$ cat config.mk
export PLATFORM = sky130hd
export DESIGN_NAME = conv_loop_sequencer
export DESIGN_NICKNAME = d
export VERILOG_FILES = /design/src/rtl/conv_loop_sequencer.sv
export SDC_FILE = /design/constraint.sdc
export NUM_CORES = 1
export LEC_CHECK = 0
export CORE_ASPECT_RATIO = 0.7
export CORE_MARGIN = 8
export CORE_UTILIZATION = 50
export DETAILED_ROUTE_END_ITERATION = 10
export PLACE_DENSITY = 0.76
export SLEW_MARGIN = 20
export SYNTH_ARGS = -nofsm -noshare
export SYNTH_HDL_FRONTEND = slang
export SYNTH_SLANG_ARGS = --single-unit
$ cat constraint.sdc
create_clock -name clk_i -period 3.1 [get_ports clk_i]
set_input_delay 0.465 -clock clk_i [delete_from_list [all_inputs] [get_ports clk_i]]
set_output_delay 0.465 -clock clk_i [all_outputs]
set_load 0.02 [all_outputs]
$ cat src/rtl/conv_loop_sequencer.sv
// rtl/conv_loop_sequencer.sv - loop-nest sequencer for the binary (XNOR) conv datapath
// Walks oco/j/i/wj/wi/ico/oci for a runtime layer shape and drives load, exec and flush handshakes.
module conv_loop_sequencer #(
  parameter int TPO    = 8,
  parameter int WORD_W = 32,
  parameter int MAX_KS = 7,
  parameter int CNT_W  = 16
) (
  input  logic             clk_i,
  input  logic             rst_ni,
  input  logic             start_i,
  input  logic [CNT_W-1:0] iw_i,
  input  logic [CNT_W-1:0] ih_i,
  input  logic [CNT_W-1:0] ic_i,
  input  logic [CNT_W-1:0] oc_i,
  input  logic [3:0]       ks_i,
  input  logic [3:0]       stride_i,
  input  logic [3:0]       pad_i,
  output logic             load_input_req_o,
  input  logic             load_input_ack_i,
  output logic             load_weight_req_o,
  input  logic             load_weight_ack_i,
  output logic             flush_req_o,
  input  logic             flush_ack_i,
  output logic             exec_valid_o,
  input  logic             exec_ready_i,
  output logic [CNT_W-1:0] oci_o,
  output logic [CNT_W-1:0] ico_o,
  output logic [CNT_W-1:0] wi_o,
  output logic [CNT_W-1:0] wj_o,
  output logic [CNT_W-1:0] oco_o,
  output logic [CNT_W-1:0] i_o,
  output logic [CNT_W-1:0] j_o,
  output logic             busy_o,
  output logic             end_o,
  output logic             cfg_err_o
);

  localparam int XW    = CNT_W + 3;
  localparam int LOG_W = $clog2(WORD_W);
  localparam int LOG_T = $clog2(TPO);

  typedef enum logic [2:0] {S_IDLE, S_LOAD_IN, S_LOAD_W, S_EXEC, S_FLUSH, S_END} state_t;

  state_t r_state, w_next;

  logic [3:0]              r_stride;
  logic signed [XW-1:0]    r_org, r_i_lim, r_j_lim, r_i, r_j;
  logic [CNT_W-1:0]        r_icw_last, r_oct_last, r_ks_last;
  logic [CNT_W-1:0]        r_oci, r_ico, r_wi, r_wj, r_oco;
  logic                    r_li_req, r_lw_req, r_fl_req, r_exec_valid, r_end, r_cfg_err;

  logic w_cfg_bad, w_fire, w_oci_last, w_ico_last, w_wi_last, w_wj_last, w_tile_done;
  logic w_i_last, w_j_last, w_pos_last, w_oco_last;

  assign w_cfg_bad = (ks_i == 4'd0) || (32'(ks_i) > 32'(MAX_KS)) || (stride_i == 4'd0) ||
                     (ic_i == '0) || (oc_i == '0) ||
                     ((XW'(iw_i) + XW'({pad_i, 1'b0})) < XW'(ks_i)) ||
                     ((XW'(ih_i) + XW'({pad_i, 1'b0})) < XW'(ks_i));

  assign w_fire      = r_exec_valid && exec_ready_i;
  assign w_oci_last  = (r_oci == CNT_W'(TPO - 1));
  assign w_ico_last  = (r_ico == r_icw_last);
  assign w_wi_last   = (r_wi == r_ks_last);
  assign w_wj_last   = (r_wj == r_ks_last);
  assign w_tile_done = w_oci_last && w_ico_last && w_wi_last && w_wj_last;
  // A column/row is last when the next window origin would no longer fit inside the padded map.
  assign w_i_last    = (r_i > r_i_lim);
  assign w_j_last    = (r_j > r_j_lim);
  assign w_pos_last  = w_i_last && w_j_last;
  assign w_oco_last  = (r_oco == r_oct_last);

  always_ff @(posedge clk_i or negedge rst_ni) begin
    if (!rst_ni) begin
      r_state <= S_IDLE;
    end else begin
      r_state <= w_next;
    end
  end

  always_comb begin
    w_next = r_state;
    unique case (r_state)
      S_IDLE:    if (start_i) w_next = w_cfg_bad ? S_END : S_LOAD_IN;
      S_LOAD_IN: if (load_input_ack_i) w_next = S_LOAD_W;
      S_LOAD_W:  if (load_weight_ack_i) w_next = S_EXEC;
      S_EXEC:    if (w_fire && w_tile_done) w_next = S_FLUSH;
      S_FLUSH: begin
        if (flush_ack_i) begin
          if (!w_pos_last)     w_next = S_EXEC;
          else if (w_oco_last) w_next = S_END;
          else                 w_next = S_LOAD_W;
        end
      end
      S_END:     w_next = S_IDLE;
      default:   w_next = S_IDLE;
    endcase
  end

  always_ff @(posedge clk_i or negedge rst_ni) begin
    if (!rst_ni) begin
      r_li_req     <= 1'b0;
      r_lw_req     <= 1'b0;
      r_fl_req     <= 1'b0;
      r_exec_valid <= 1'b0;
      r_end        <= 1'b0;
      r_cfg_err    <= 1'b0;
    end else begin
      r_li_req     <= (w_next == S_LOAD_IN);
      r_lw_req     <= (w_next == S_LOAD_W);
      r_fl_req     <= (w_next == S_FLUSH);
      r_exec_valid <= (w_next == S_EXEC);
      r_end        <= (w_next == S_END);
      r_cfg_err    <= (r_state == S_IDLE) && start_i && w_cfg_bad;
    end
  end

  always_ff @(posedge clk_i or negedge rst_ni) begin
    if (!rst_ni) begin
      r_stride   <= '0;
      r_org      <= '0;
      r_i_lim    <= '0;
      r_j_lim    <= '0;
      r_icw_last <= '0;
      r_oct_last <= '0;
      r_ks_last  <= '0;
      r_i        <= '0;
      r_j        <= '0;
      r_oci      <= '0;
      r_ico      <= '0;
      r_wi       <= '0;
      r_wj       <= '0;
      r_oco      <= '0;
    end else begin
      unique case (r_state)
        S_IDLE: begin
          if (start_i) begin
            r_stride   <= stride_i;
            r_org      <= XW'(0) - XW'(pad_i);
            r_i_lim    <= XW'(iw_i) + XW'(pad_i) - XW'(ks_i) - XW'(stride_i);
            r_j_lim    <= XW'(ih_i) + XW'(pad_i) - XW'(ks_i) - XW'(stride_i);
            r_icw_last <= (ic_i - CNT_W'(1)) >> LOG_W;
            r_oct_last <= (oc_i - CNT_W'(1)) >> LOG_T;
            r_ks_last  <= CNT_W'(ks_i) - CNT_W'(1);
            r_i        <= XW'(0) - XW'(pad_i);
            r_j        <= XW'(0) - XW'(pad_i);
            r_oci      <= '0;
            r_ico      <= '0;
            r_wi       <= '0;
            r_wj       <= '0;
            r_oco      <= '0;
          end
        end
        S_EXEC: begin
          if (w_fire) begin
            if (!w_oci_last) begin
              r_oci <= r_oci + CNT_W'(1);
            end else begin
              r_oci <= '0;
              if (!w_ico_last) begin
                r_ico <= r_ico + CNT_W'(1);
              end else begin
                r_ico <= '0;
                if (!w_wi_last) begin
                  r_wi <= r_wi + CNT_W'(1);
                end else begin
                  r_wi <= '0;
                  r_wj <= w_wj_last ? '0 : r_wj + CNT_W'(1);
                end
              end
            end
          end
        end
        S_FLUSH: begin
          if (flush_ack_i) begin
            if (w_pos_last) begin
              if (!w_oco_last) r_oco <= r_oco + CNT_W'(1);
              r_i <= r_org;
              r_j <= r_org;
            end else if (w_i_last) begin
              r_i <= r_org;
              r_j <= r_j + XW'(r_stride);
            end else begin
              r_i <= r_i + XW'(r_stride);
            end
          end
        end
        default: ;
      endcase
    end
  end

  assign load_input_req_o  = r_li_req;
  assign load_weight_req_o = r_lw_req;
  assign flush_req_o       = r_fl_req;
  assign exec_valid_o      = r_exec_valid;
  assign oci_o             = r_oci;
  assign ico_o             = r_ico;
  assign wi_o              = r_wi;
  assign wj_o              = r_wj;
  assign oco_o             = r_oco;
  assign i_o               = r_i[CNT_W-1:0];
  assign j_o               = r_j[CNT_W-1:0];
  assign busy_o            = (r_state != S_IDLE);
  assign end_o             = r_end;
  assign cfg_err_o         = r_cfg_err;

endmodule

### After elaboration in Yosys (flattened, before gate mapping)

Index checks and enable logic that the tools add are counted.

| operators by class | value |
|---|---|
| $add $sub $neg | 19 |
| magnitude comparators | 5 |
| equality and inequality tests | 23 |
| mux-type cells | 41 |
| reduce and logical (&&, ||, !) cells | 30 |

Operator list:

| cell | number |
|---|---|
| 16-bit two-way mux | 18 |
| 16-bit case mux with 2 select lines | 5 |
| 19-bit two-way mux | 7 |
| 16-bit by 1-bit adder with 16-bit output (second input constant) | 5 |
| 19-bit case mux with 2 select lines | 2 |
| 19-bit by 4-bit adder with 19-bit output | 2 |
| 19-bit > comparator | 2 |
| 18-bit by 5-bit subtractor with 19-bit output | 2 |
| 17-bit by 4-bit subtractor with 18-bit output | 2 |
| 16-bit by 4-bit adder with 17-bit output | 2 |
| 16-bit by 5-bit adder with 17-bit output | 2 |
| 17-bit by 4-bit less-than comparator with 1-bit output | 2 |
| 16-bit equality test | 2 |
| 16-bit zero test | 2 |
| 16-bit by 1-bit subtractor with 16-bit output (second input constant) | 2 |
| 3-bit two-way mux | 8 |
| 16-bit by 11-bit equality test with 1-bit output | 1 |
| 16-bit by 13-bit equality test with 1-bit output | 1 |
| 16-bit by 3-bit equality test with 1-bit output (second input constant) | 1 |
| 2-bit inequality test (second input constant) | 8 |
| 3-bit case mux with 5 select lines | 1 |
| 3-bit by 2-bit equality test with 1-bit output (second input constant) | 4 |
| 5-bit AND reduction | 2 |
| 3-bit equality test (second input constant) | 3 |
| other kinds (15) | 32 |

| word-level totals | value |
|---|---|
| register bits | 228 |
| word-level logic and storage cells | 139 |

### Logic depth before layout (Yosys ltp)

| depth | value |
|---|---|
| depth in word-level cells | 11 |
| depth in mapped cells | 16 |
| gate-level depth less buffers | 16 |

### Worst setup path before layout

No wires, ideal clock.

| timing | value |
|---|---|
| path kind | in2reg |
| start | input port pad_i[1] |
| end | register r_j_lim[11] |
| setup time | 0.125 ns |
| arrival | 3.778 ns |
| required time | 2.975 ns |
| path slack | -0.803 ns |
| stages on the path | 13 |
| cells stage by stage | inv_1 -> fa_1 -> inv_1 -> ha_1 -> a211o_1 -> a21o_1 -> o2111ai_1 -> o311ai_0 -> or4b_2 -> nor4_2 -> nor2b_1 -> xnor2_1 -> mux2_2 |

| on the way | value |
|---|---|
| word-level cells in the longest chain between the ends | 3 |

RTL lines:

| element | RTL line | text |
|---|---|---|
| from (decl) | 18 | `input logic [3:0] pad_i,` |
| 16-bit by 4-bit adder with 17-bit output | 141 | `r_j_lim <= XW'(ih_i) + XW'(pad_i) - XW'(ks_i) - XW'(stride_i);` |
| 17-bit by 4-bit subtractor with 18-bit output | 141 |  |
| 18-bit by 5-bit subtractor with 19-bit output | 141 |  |
| to (signal assigned) | 141 |  |
| to (decl) | 48 | `logic signed [XW-1:0] r_org, r_i_lim, r_j_lim, r_i, r_j;` |

No other way between the ends.
A chain may end at the register's enable or synchronous reset.

### Final worst setup path

| timing | value |
|---|---|
| start | input port pad_i[1] |
| end | register r_i_lim[17] |

| on the way | value |
|---|---|
| word-level cells in the longest chain between the ends | 3 |

RTL lines:

| element | RTL line | text |
|---|---|---|
| 16-bit by 4-bit adder with 17-bit output | 140 | `r_i_lim <= XW'(iw_i) + XW'(pad_i) - XW'(ks_i) - XW'(stride_i);` |
| 17-bit by 4-bit subtractor with 18-bit output | 140 |  |
| 18-bit by 5-bit subtractor with 19-bit output | 140 |  |
| to (signal assigned) | 140 |  |
| to (decl) | 48 |  |

No other way between the ends.

==> results.py <==
metrics = {
    "detailed_routing": {
        "drc": 0,
        "via_per_inst": 5.774,
        "ant_nets": 0,
        "drt_iter0_drc": 1525,
        "vias": 16090,
        "wl_mm": 51.56,
        "wl_per_cell_um": 18.51,
        "first_pass_iters": 5,
    },
    "die": {
        "core_area_um2": 31210,
        "dieArea_um2": 37780,
        "rows": 54,
        "initial_core_util_pct": 50.83,
        "die_y_um": 165.0,
        "pin_count": 202,
        "die_x_um": 228.9,
    },
    "grt": {
        "grt_overflow": 0,
        "grt_max_degree": 76,
        "grt_pass1_vias": 15550,
        "grt_pass1_wl_mm": 79.42,
        "grt_antenna_before_repair": 0,
        "grt.total_usage_pct": 25.15,
    },
    "job": {
        "cap_viol_max_count": 0,
    },
    "yosys": {
        "synth_enable_flop_cells": 0,
        "ys.flop_type": "dfrtp_1",
        "ys_types": 74,
        "ys_ff_latch": 203,
        "syn-instance-count": 1897,
        "ys_warn_count": 0,
        "synth_fp_nets": 2125,
        "synth_area_um2": 15870,
        "ys_seq_area_share_pct": 32.01,
        "avgSynthCellArea_um2": 8.365,
        "async_flop_share_pct": 100.0,
    },
    "cts": {
        "htree_levels": 1,
        "cts_buffers": 21,
        "cts_sinks": 203,
        "cts_buffer_depth": 3,
        "root_buffer": "clkbuf_16",
        "holdBufCountCts": 0,
        "cts_tree": "built",
        "worstSkewPairLatency_ns": 0.51,
        "cts.clk_slew.worst_paths_ns": 0.06,
    },
    "finish": {
        "instances_no_fill": 2786,
        "fin_nets": 2581,
        "synthToLayoutAreaGrowth_pct": 40.13,
        "drive_above_1_share_pct": 22.83,
        "final_util_pct": 71.23,
    },
    "place": {
        "dp.final_hpwl_mm": 37.80,
        "portBuffers": 201,
        "globalplace.congestion": 0.9253,
        "dp_slack_ns": -1.247,
        "place_inst": 2703,
    },
    "timing": {
        "finalCriticalPeriod_ns": 3.350,
        "relSlewSlack_pct": 55.09,
        "rsz0062_at_grt": "true",
        "tns_ns": -2.890,
        "fin_worst_skew_ns": 0.01136,
        "finalCritPeriodShare_pct": 108.1,
        "worstMarginPinSlew_ns": 0.6737,
        "hold-worst-slack_ns": -0.03819,
        "final-setup-viol-count": 33,
        "fmax_mhz": 298.5,
        "worst_slack_ns": -0.2500,
        "hold_violations": 21,
        "report.final.slew_viol_count": 0,
    },
    "setup_path": {
        "worstPathCellList": "buf_8, inv_8, buf_4, buf_6, fa_2, fa_2, nand2b_4, a211oi_4, nor2_2, or3_1, a311o_1, nor4b_4, buf_4, nand3b_1, xnor2_1, o21ai_1",
        "worst_ep_arrival_time_ns": 3.73,
        "end_kind": "register",
        "crit_family": "simple AND/OR/NAND/NOR gates",
        "crit_slowest_cell": "fa_2",
        "crit_required_ns": 3.48,
        "path_max_fanout": 4,
        "crit_buf_inv": 5,
        "setup.worst_path.class": "input port to register",
        "cpPeakStageDelay_ns": 0.45,
        "startpoint_type": "input port",
    },
    "run_status": {
        "violations": "negative hold slack, negative setup slack",
        "status": "finished with violations",
    },
    "power": {
        "vdd_ir_drop_max_v": 0.0006031,
        "leakage_nw": 9.974,
        "powerDensity_nw_per_um2": 786.4,
    },
    "hold_path": {
        "hold_path.class": "input port to asynchronous set/reset pin",
    },
}
-- synthesized netlist by cell type (all sizes together) (7+ instances only) --
| cell | count | area share (%) |
|---|---|---|
| a211oi | 14 | 0.66 |
| a21boi | 9 | 0.43 |
| a21o | 34 | 1.6 |
| a21oi | 96 | 3.0 |
| a31oi | 40 | 1.6 |
| a41oi | 7 | 0.43 |
| and2 | 15 | 0.59 |
| and3 | 42 | 1.7 |
| buf | 41 | 1.7 |
| clkbuf | 59 | 1.4 |
| dfrtp | 203 | 32 |
| fa | 14 | 1.8 |
| ha | 131 | 10 |
| inv | 145 | 3.4 |
| mux2i | 14 | 0.88 |
| nand2 | 215 | 5.1 |
| nand2b | 24 | 0.95 |
| nand3 | 67 | 2.1 |
| nand4 | 32 | 1.3 |
| nor2 | 113 | 2.7 |
| nor2b | 17 | 0.67 |
| nor3 | 33 | 1.0 |
| nor4 | 26 | 1.1 |
| o2111ai | 7 | 0.39 |
| o211ai | 10 | 0.47 |
| o21a | 13 | 0.62 |
| o21ai | 157 | 5.0 |
| o22a | 27 | 1.5 |
| o31ai | 23 | 1.1 |
| or3 | 14 | 0.58 |
| or4 | 20 | 0.99 |
| xnor2 | 67 | 3.7 |
| xor2 | 70 | 3.9 |
-- cell type report --
type	count	area, um^2
antenna	1	2.502
clock buffer	28	611.8
clock inverter	7	141.4
fill	2336	8980
inverter	145	554.3
multi-input combinational	1449	10690
sequential	203	5080
tap	420	525.5
timing repair buffer	533	4633
-- power breakdown --
| part | internal (mW) | leakage, nW | switching, mW |
|---|---|---|---|
| combinational | 4.78 | 7.06 | 5.76 |
| sequential | 3.44 | 2.55 | 0.701 |
| clock | 1.71 | 0.368 | 1.09 |
| total | 9.93 | 9.97 | 7.55 |
-- per-layer routing --
layer	share of wire (%)	global-route usage, %	vias up	wire (um)
met5	0	0	-	0
met4	2.5	6.187	0	1314
met3	6.8	4.496	90	3507
met2	45	40.06	601	23190
met1	46	35.27	7708	23550
li1	-	-	7688	-
-- timing repair --
| action | 4_1_cts | 5_1_grt |
|---|---|---|
| gates resized for setup | 136 | 141 |
| cloned | 2 | 4 |
| pin swaps | 46 | 74 |
| buffers inserted | 13 | 28 |
| setup endpoints to repair | 58 | 81 |
-- per-stage QoR --
stage | power (mW) | cell area [um^2]
floorplan | 9.507 | 15980
global placement | 12.70 | 20220
detailed placement | 12.99 | 20220
CTS | 16.17 | 21400
global route | 18.61 | 22230
finish | 17.49 | 22240
-- sequential cells by signal, summed over array words and instances (netlist names) --
signal / count
r_j: 19
r_i: 19
r_state: 3
end_o: 1
wi_o: 16
r_j_lim: 19
load_input_req_o: 1
ico_o: 16
cfg_err_o: 1
oco_o: 16
flush_req_o: 1
load_weight_req_o: 1
r_ks_last: 5
r_i_lim: 19
oci_o: 16
r_oct_last: 13
r_icw_last: 11
wj_o: 16
r_org: 5
exec_valid_o: 1
r_stride: 4
-- path summary, 6_finish.rpt --
kind,from,end,cells after the start,slack [ns]
hold / removal,rst_ni,r_i_lim[15]$_DFFE_PN0P_,1,-0.04
min in group clk_i,ks_i[0],r_ks_last[0]$_DFFE_PN0P_,3,0.34
hold reg to reg,r_j_lim[6]$_DFFE_PN0P_,r_j_lim[6]$_DFFE_PN0P_,2,0.48
setup / recovery,pad_i[1],r_i_lim[17]$_DFFE_PN0P_,16,-0.25
max in group asynchronous,rst_ni,r_j[16]$_DFFE_PN0P_,2,2.29
setup reg to reg,r_j_lim[12]$_DFFE_PN0P_,oco_o[3]$_DFFE_PN0P_,13,-0.05
-- cells by family after synthesis --
logic type | Yosys count | synth area share (%)
adder cells (fa/ha/maj) | 145 | 12.10
multiplexers | 20 | 1.309
flip-flops | 203 | 32.01
XOR/XNOR | 137 | 7.562
buffers and inverters | 245 | 6.568
AND/OR/NAND/NOR | 647 | 20.18
AO/OA/AOI/OAI | 500 | 20.27
-- placed cells by master (no fill, tap or decap), types with 21 or more instances in the layout --
cell type,n
clkdlybuf4s50_1,181
clkbuf_16,22
nand2b_1,23
xnor2_1,61
nand2_1,208
o21ai_0,133
ha_1,120
dfrtp_1,203
xor2_1,69
buf_4,304
nor2_1,108
and3_1,41
a21oi_1,83
o22a_1,27
o31ai_1,21
nand4_1,32
buf_6,21
a31oi_1,34
nor3_1,28
nand3_1,67
o21ai_1,21
a21o_1,34
inv_1,125
Note: power is estimated with default switching activity, not from simulation.
==> RTL change 1 (same settings) <==
The parameter `TPO` goes from 8 to 16.
--- a/src/rtl/conv_loop_sequencer.sv
+++ b/src/rtl/conv_loop_sequencer.sv
@@ -3,3 +3,3 @@
 module conv_loop_sequencer #(
-  parameter int TPO    = 8,
+  parameter int TPO    = 16,
   parameter int WORD_W = 32,
Function: no difference found for any inputs over 4 cycles, from zero or initial values and one cycle with rst_ni low; that may be too few to reach the edited logic, so the function may still have changed.
==> RTL change 1 against the original RTL <==
The flow finishes with violations (negative setup slack). Wire length is 4.6% lower. Sequential cell count is 1 lower. Worst setup slack better by 150 ps. Power is 19% lower. Area after synthesis is 0.31% lower. Maximum frequency is 4.6% higher. Final area is 2.9% lower. Via count is 1.8% lower.
==> RTL change 1: results (changes against the original RTL) <==
----------------------------------------------------
[Outcome]
  Run status ... finished, violations left
  Violated checks ... negative setup slack

[GRT]
  Met2 usage ... 0.3991 (-0.001514)
  Met3 usage in global routing ... 0.03038 (-0.01459)
  Global-route wire length before repair ... 78,510 um (-1.1%)

[Synthesis]
  Proportion of synthesized chip area in sequential cells ... 0.3195 (-0.0005944)
  Post-Synth Adder-Cell Area ... 0.1213 (+0.0003731)
  Synthesized net count ... 2,139 (+0.66%)

[Power]
  VDD IR-drop max ... 0.4084 mV (-32%)
  Share of total power in combinational logic ... 0.522 (-0.081)
  Internal power consumption ... 8.397 mW (-15%)

[Detailed routing]
  Initial DRT Pass Iterations ... 6 (+1)
  Wire length reported by the detailed router ... 49,200 um (-4.6%)
  Detailed-route wire length on metal 1 ... 22,910 um (-2.7%)

[Finish]
  Final nets ... 2,577 (-0.15%)
  Inserted Diodes ... 0 (-1)
  Filler Cell Count ... 2,425 (+3.8%)
  Total non-filler cell area in the finished layout ... 21,580 um2 (-2.9%)

[Place]
  Number of cells after detailed placement ... 2,714 (+0.41%)
  Post-placement cell area ... 20,140 um2 (-0.40%)
  Dpl hpwl ... 37,980 um (+0.47%)

[STA]
  Number of endpoints failing setup at the final stage ... 3 (-91%)
  Hold slack ... 410.1 ps (+448.3 ps)
  Final WS setup ... -102.9 ps (+147.2 ps)

[Worst setup path]
  Capture instance of the worst register-to-register path ... r_j[5]
  Largest fanout on the critical path ... 3 (-1)

[CTS]
  TritonCTS Buffers ... 22 (+4.8%)

[Min path]
  Class of the worst hold path ... in2reg

----------------------------------------------------
==> RTL change 1: changes by cell type in the layout (fill, tap and decap cells not counted), moves of 11 or more <==
cell | before | now
a2bb2oi_1 | 4 | 15
buf_4 | 304 | 288
or3_1 | 11 | 27
buf_6 | 21 | 7
inv_1 | 125 | 136
o21ai_0 | 133 | 163
and3_1 | 41 | 28
a21oi_1 | 83 | 102
o22a_1 | 27 | 0
a31oi_1 | 34 | 18
nor3_1 | 28 | 40
nor2_1 | 108 | 126
==> RTL change 1: what timing repair did <==
action / CTS / global route
pin swaps: 43 / 68
hold buffers: 1 / 0
setup endpoints to repair: 41 / 57
gates resized for setup: 74 / 82
setup buffers: 14 / 16
cloned: 0 / 1
endpoints found under the hold margin: 60 / 0
==> RTL change 1: cell type report <==
cell class                 count  area share
clock buffer                  29     0.02910
multi-input combinational   1470      0.4821
inverter                     153     0.02690
timing repair buffer         500      0.1984
clock inverter                10    0.004869
tap                          420     0.02435
sequential                   202      0.2342
==> RTL change 2 (config.mk and constraints unchanged) <==
Made on the original files. The 6 states of `state_t` get a one-hot encoding in 6 bits.
--- a/src/rtl/conv_loop_sequencer.sv
+++ b/src/rtl/conv_loop_sequencer.sv
@@ -42,3 +42,3 @@
 
-  typedef enum logic [2:0] {S_IDLE, S_LOAD_IN, S_LOAD_W, S_EXEC, S_FLUSH, S_END} state_t;
+  typedef enum logic [5:0] {S_IDLE = 6'b000001, S_LOAD_IN = 6'b000010, S_LOAD_W = 6'b000100, S_EXEC = 6'b001000, S_FLUSH = 6'b010000, S_END = 6'b100000} state_t;
 
Check against the original RTL: same outputs for any inputs over 4 cycles, from zero or initial values and one cycle with rst_ni low; so few cycles prove little.
==> RTL change 2 against the original RTL <==
The run ends with negative setup slack left. Final area decreased by 2.7%. Power decreased by 19%. Wire length decreased by 5.6%. Cell count decreased by 1.1%. Core utilization decreased by 2.3 points. Area after synthesis increased by 0.95%. Sequential cell count increased by 3. Worst setup slack improved by 120 ps. Critical path type unchanged. Largest power group unchanged.
==> RTL change 2: results (changes against the original RTL) <==
----------------------------------------------------
[Outcome]
  Run status ... finished, violations left
  Violated checks ... negative setup slack

[Synthesis]
  Proportion of synthesized chip area in sequential cells ... 0.3219 (+0.001739)
  Async set-or-reset flop fraction in the synthesized netlist ... 1.000 (unchanged)
  Yosys synthesis warning count ... 0 (unchanged)
  Count of different cell masters after synthesis ... 86 (+16%)
  Synthesized net count ... 2,142 (+0.80%)
  Top cells by instance count after synthesis ... dfrtp_1 (205), nand2_1 (205), inv_1 (136)
  Post-synth EDFFs ... 0 (unchanged)
  Main area contributors after synthesis ... dfrtp_1 (32%), ha_1 (10%), nand2_1 (4.8%), o21ai_0 (4.2%), xnor2_1 (4.2%)
  Most instantiated flip-flop cell in the synthesis netlist ... dfrtp_1
  Mean area per synthesized cell ... 8.365 um2 (about the same)

[STA]
  Max Slew Vio Count ... 0 (unchanged)
  Number of endpoints failing setup at the final stage ... 7 (-79%)
  Transition time of the tightest slew-check pin ... 1122 ps (+448.6 ps)
  Final WS setup ... -126.0 ps (+124.1 ps)
  Clock skew ... 15.03 ps (+3.667 ps)
  Final Hold Violating Endpoints ... 0 (-100%)

[Detailed routing]
  Initial DRT Pass Iterations ... 6 (+1)
  Vias per Instance ... 5.802 (+0.48%)
  Wire length reported by the detailed router ... 48,690 um (-5.6%)
  Initial DRC Count ... 1,230 (-19%)
  Routed WL per cell ... 17.67 um (-4.5%)

[Finish]
  Layout cells sized above 1 ... 0.1875 (-0.04083)
  Final nets ... 2,545 (-1.4%)
  Inserted Diodes ... 0 (-1)

[CTS]
  Clock root buffer master ... clkbuf_16
  Maximum buffer depth of the clock tree ... 3 (unchanged)
  H-Tree Depth ... 1 (unchanged)
  Clock edge transition at the registers on the reported setup and hold paths ... 60 ps (about the same)
  Insertion delay of the later-clocked pin in the worst-skew pair ... 530 ps (+20 ps)
  TritonCTS Buffers ... 24 (+14%)

[Place]
  Dpl hpwl ... 36,610 um (-3.2%)
  Port Buffer Count ... 201 (unchanged)
  Routability congestion estimate from global placement ... 0.9125 (-1.4%)
  Pre-CTS setup slack ... -1125 ps (+121.5 ps)
  Number of cells after detailed placement ... 2,690 (-0.48%)
  Post-placement cell area ... 20,030 um2 (-0.95%)

[GRT]
  Total global routing track utilization ... 0.2408 (-0.01072)
  Vias in the first global route ... 15,970 (+2.7%)
  Number of antenna violations at the first check in global routing ... 5 (+5)
  Global-route wire length before repair ... 79,150 um (-0.34%)
  Largest net degree at the start of global routing ... 77 (+1.3%)

[Power]
  VDD IR-drop max ... 0.5920 mV (-1.8%)
  Leakage power summed over all cells ... 9.547 nW (-4.3%)

[Min path]
  Class of the worst hold path ... in2reg

[Worst setup path]
  Largest fanout on the critical path ... 5 (+1)
  Cell with the biggest individual delay on the critical path ... fa_1
  Data arrival at the endpoint of the critical path ... 3650 ps (-80 ps)
  Largest stage delay on the critical path ... 560 ps (+110 ps)

----------------------------------------------------
[RTL change 2: path summary, 6_finish.rpt]
| check | from | end | slack, ps | depth (start not counted) |
|---|---|---|---|---|
| max | ih_i[1] | r_j_lim[16] | -130 | 13 |
| min | ks_i[3] | r_ks_last[14] | 330 | 3 |
| max reg2reg | r_i[18] | oco_o[15] | 180 | 9 |
| min reg2reg | r_j_lim[11] | r_j_lim[11] | 480 | 2 |
| max in group asynchronous | rst_ni | r_j_lim[13] | 1660 | 3 |
| min in group asynchronous | rst_ni | wi_o[11] | 530 | 2 |
[RTL change 2: layer usage]
| layer | global-route usage | up-vias | wire length (um) |
|---|---|---|---|
| li1 | - | 7695 | - |
| met1 | 0.3210 | 7598 | 21290 |
| met2 | 0.3926 | 577 | 22490 |
| met3 | 0.04130 | 110 | 3332 |
| met4 | 0.07999 | 10 | 1520 |
| met5 | 0 | - | 60 |
[RTL change 2: layout make-up]
cell class,count,area [um2]
Sequential cell,206,5156
Inverter,136,520.5
Clock inverter,13,207.7
Fill cell,2440,9726
Clock buffer,31,676.9
Tap cell,420,525.5
Multi-Input combinational cell,1479,10440
Timing Repair Buffer,471,4095
[RTL change 2: through the flow]
step                      total power [mW]  setup TNS (ps)  hold WS [ps]
final                                14.10          -345.7         331.4
after detailed placement             10.46          -30950         471.2
after global placement               10.19          -27820         464.6
after CTS                            13.87          -626.6         303.2
after global routing                 15.05           -1832         333.0
after floorplan                      8.119           -4886         169.4
[RTL change 2: power breakdown]
group,switching (mW),internal (mW)
combinational,4.04,3.06
sequential,0.527,3.33
clock,1.18,1.96
[RTL change 2: critical path, delay by kind of cell]
kind                       cells  cell delay [ps]
buffers and inverters          3              180
and+or+nand+nor                2              910
adders and majority gates      2              840
AOI/OAI and AO/OA              6             1280
[RTL change 2: cell families after synthesis]
logic type / share of synthesized area
simple gates: 0.2073
compound gates: 0.2144
buf+inv: 0.06256
flops: 0.3219
fa+ha+maj: 0.1190
xor+xnor: 0.06561
mux: 0.009216
[RTL change 2: timing repair]
item,in CTS,in global routing
buffers inserted,14,12
pin swaps,57,58
endpoints found under the setup margin,38,43
gates resized for setup,126,61
hold endpoints to repair,41,0
cloned,0,0
hold buffers,1,0
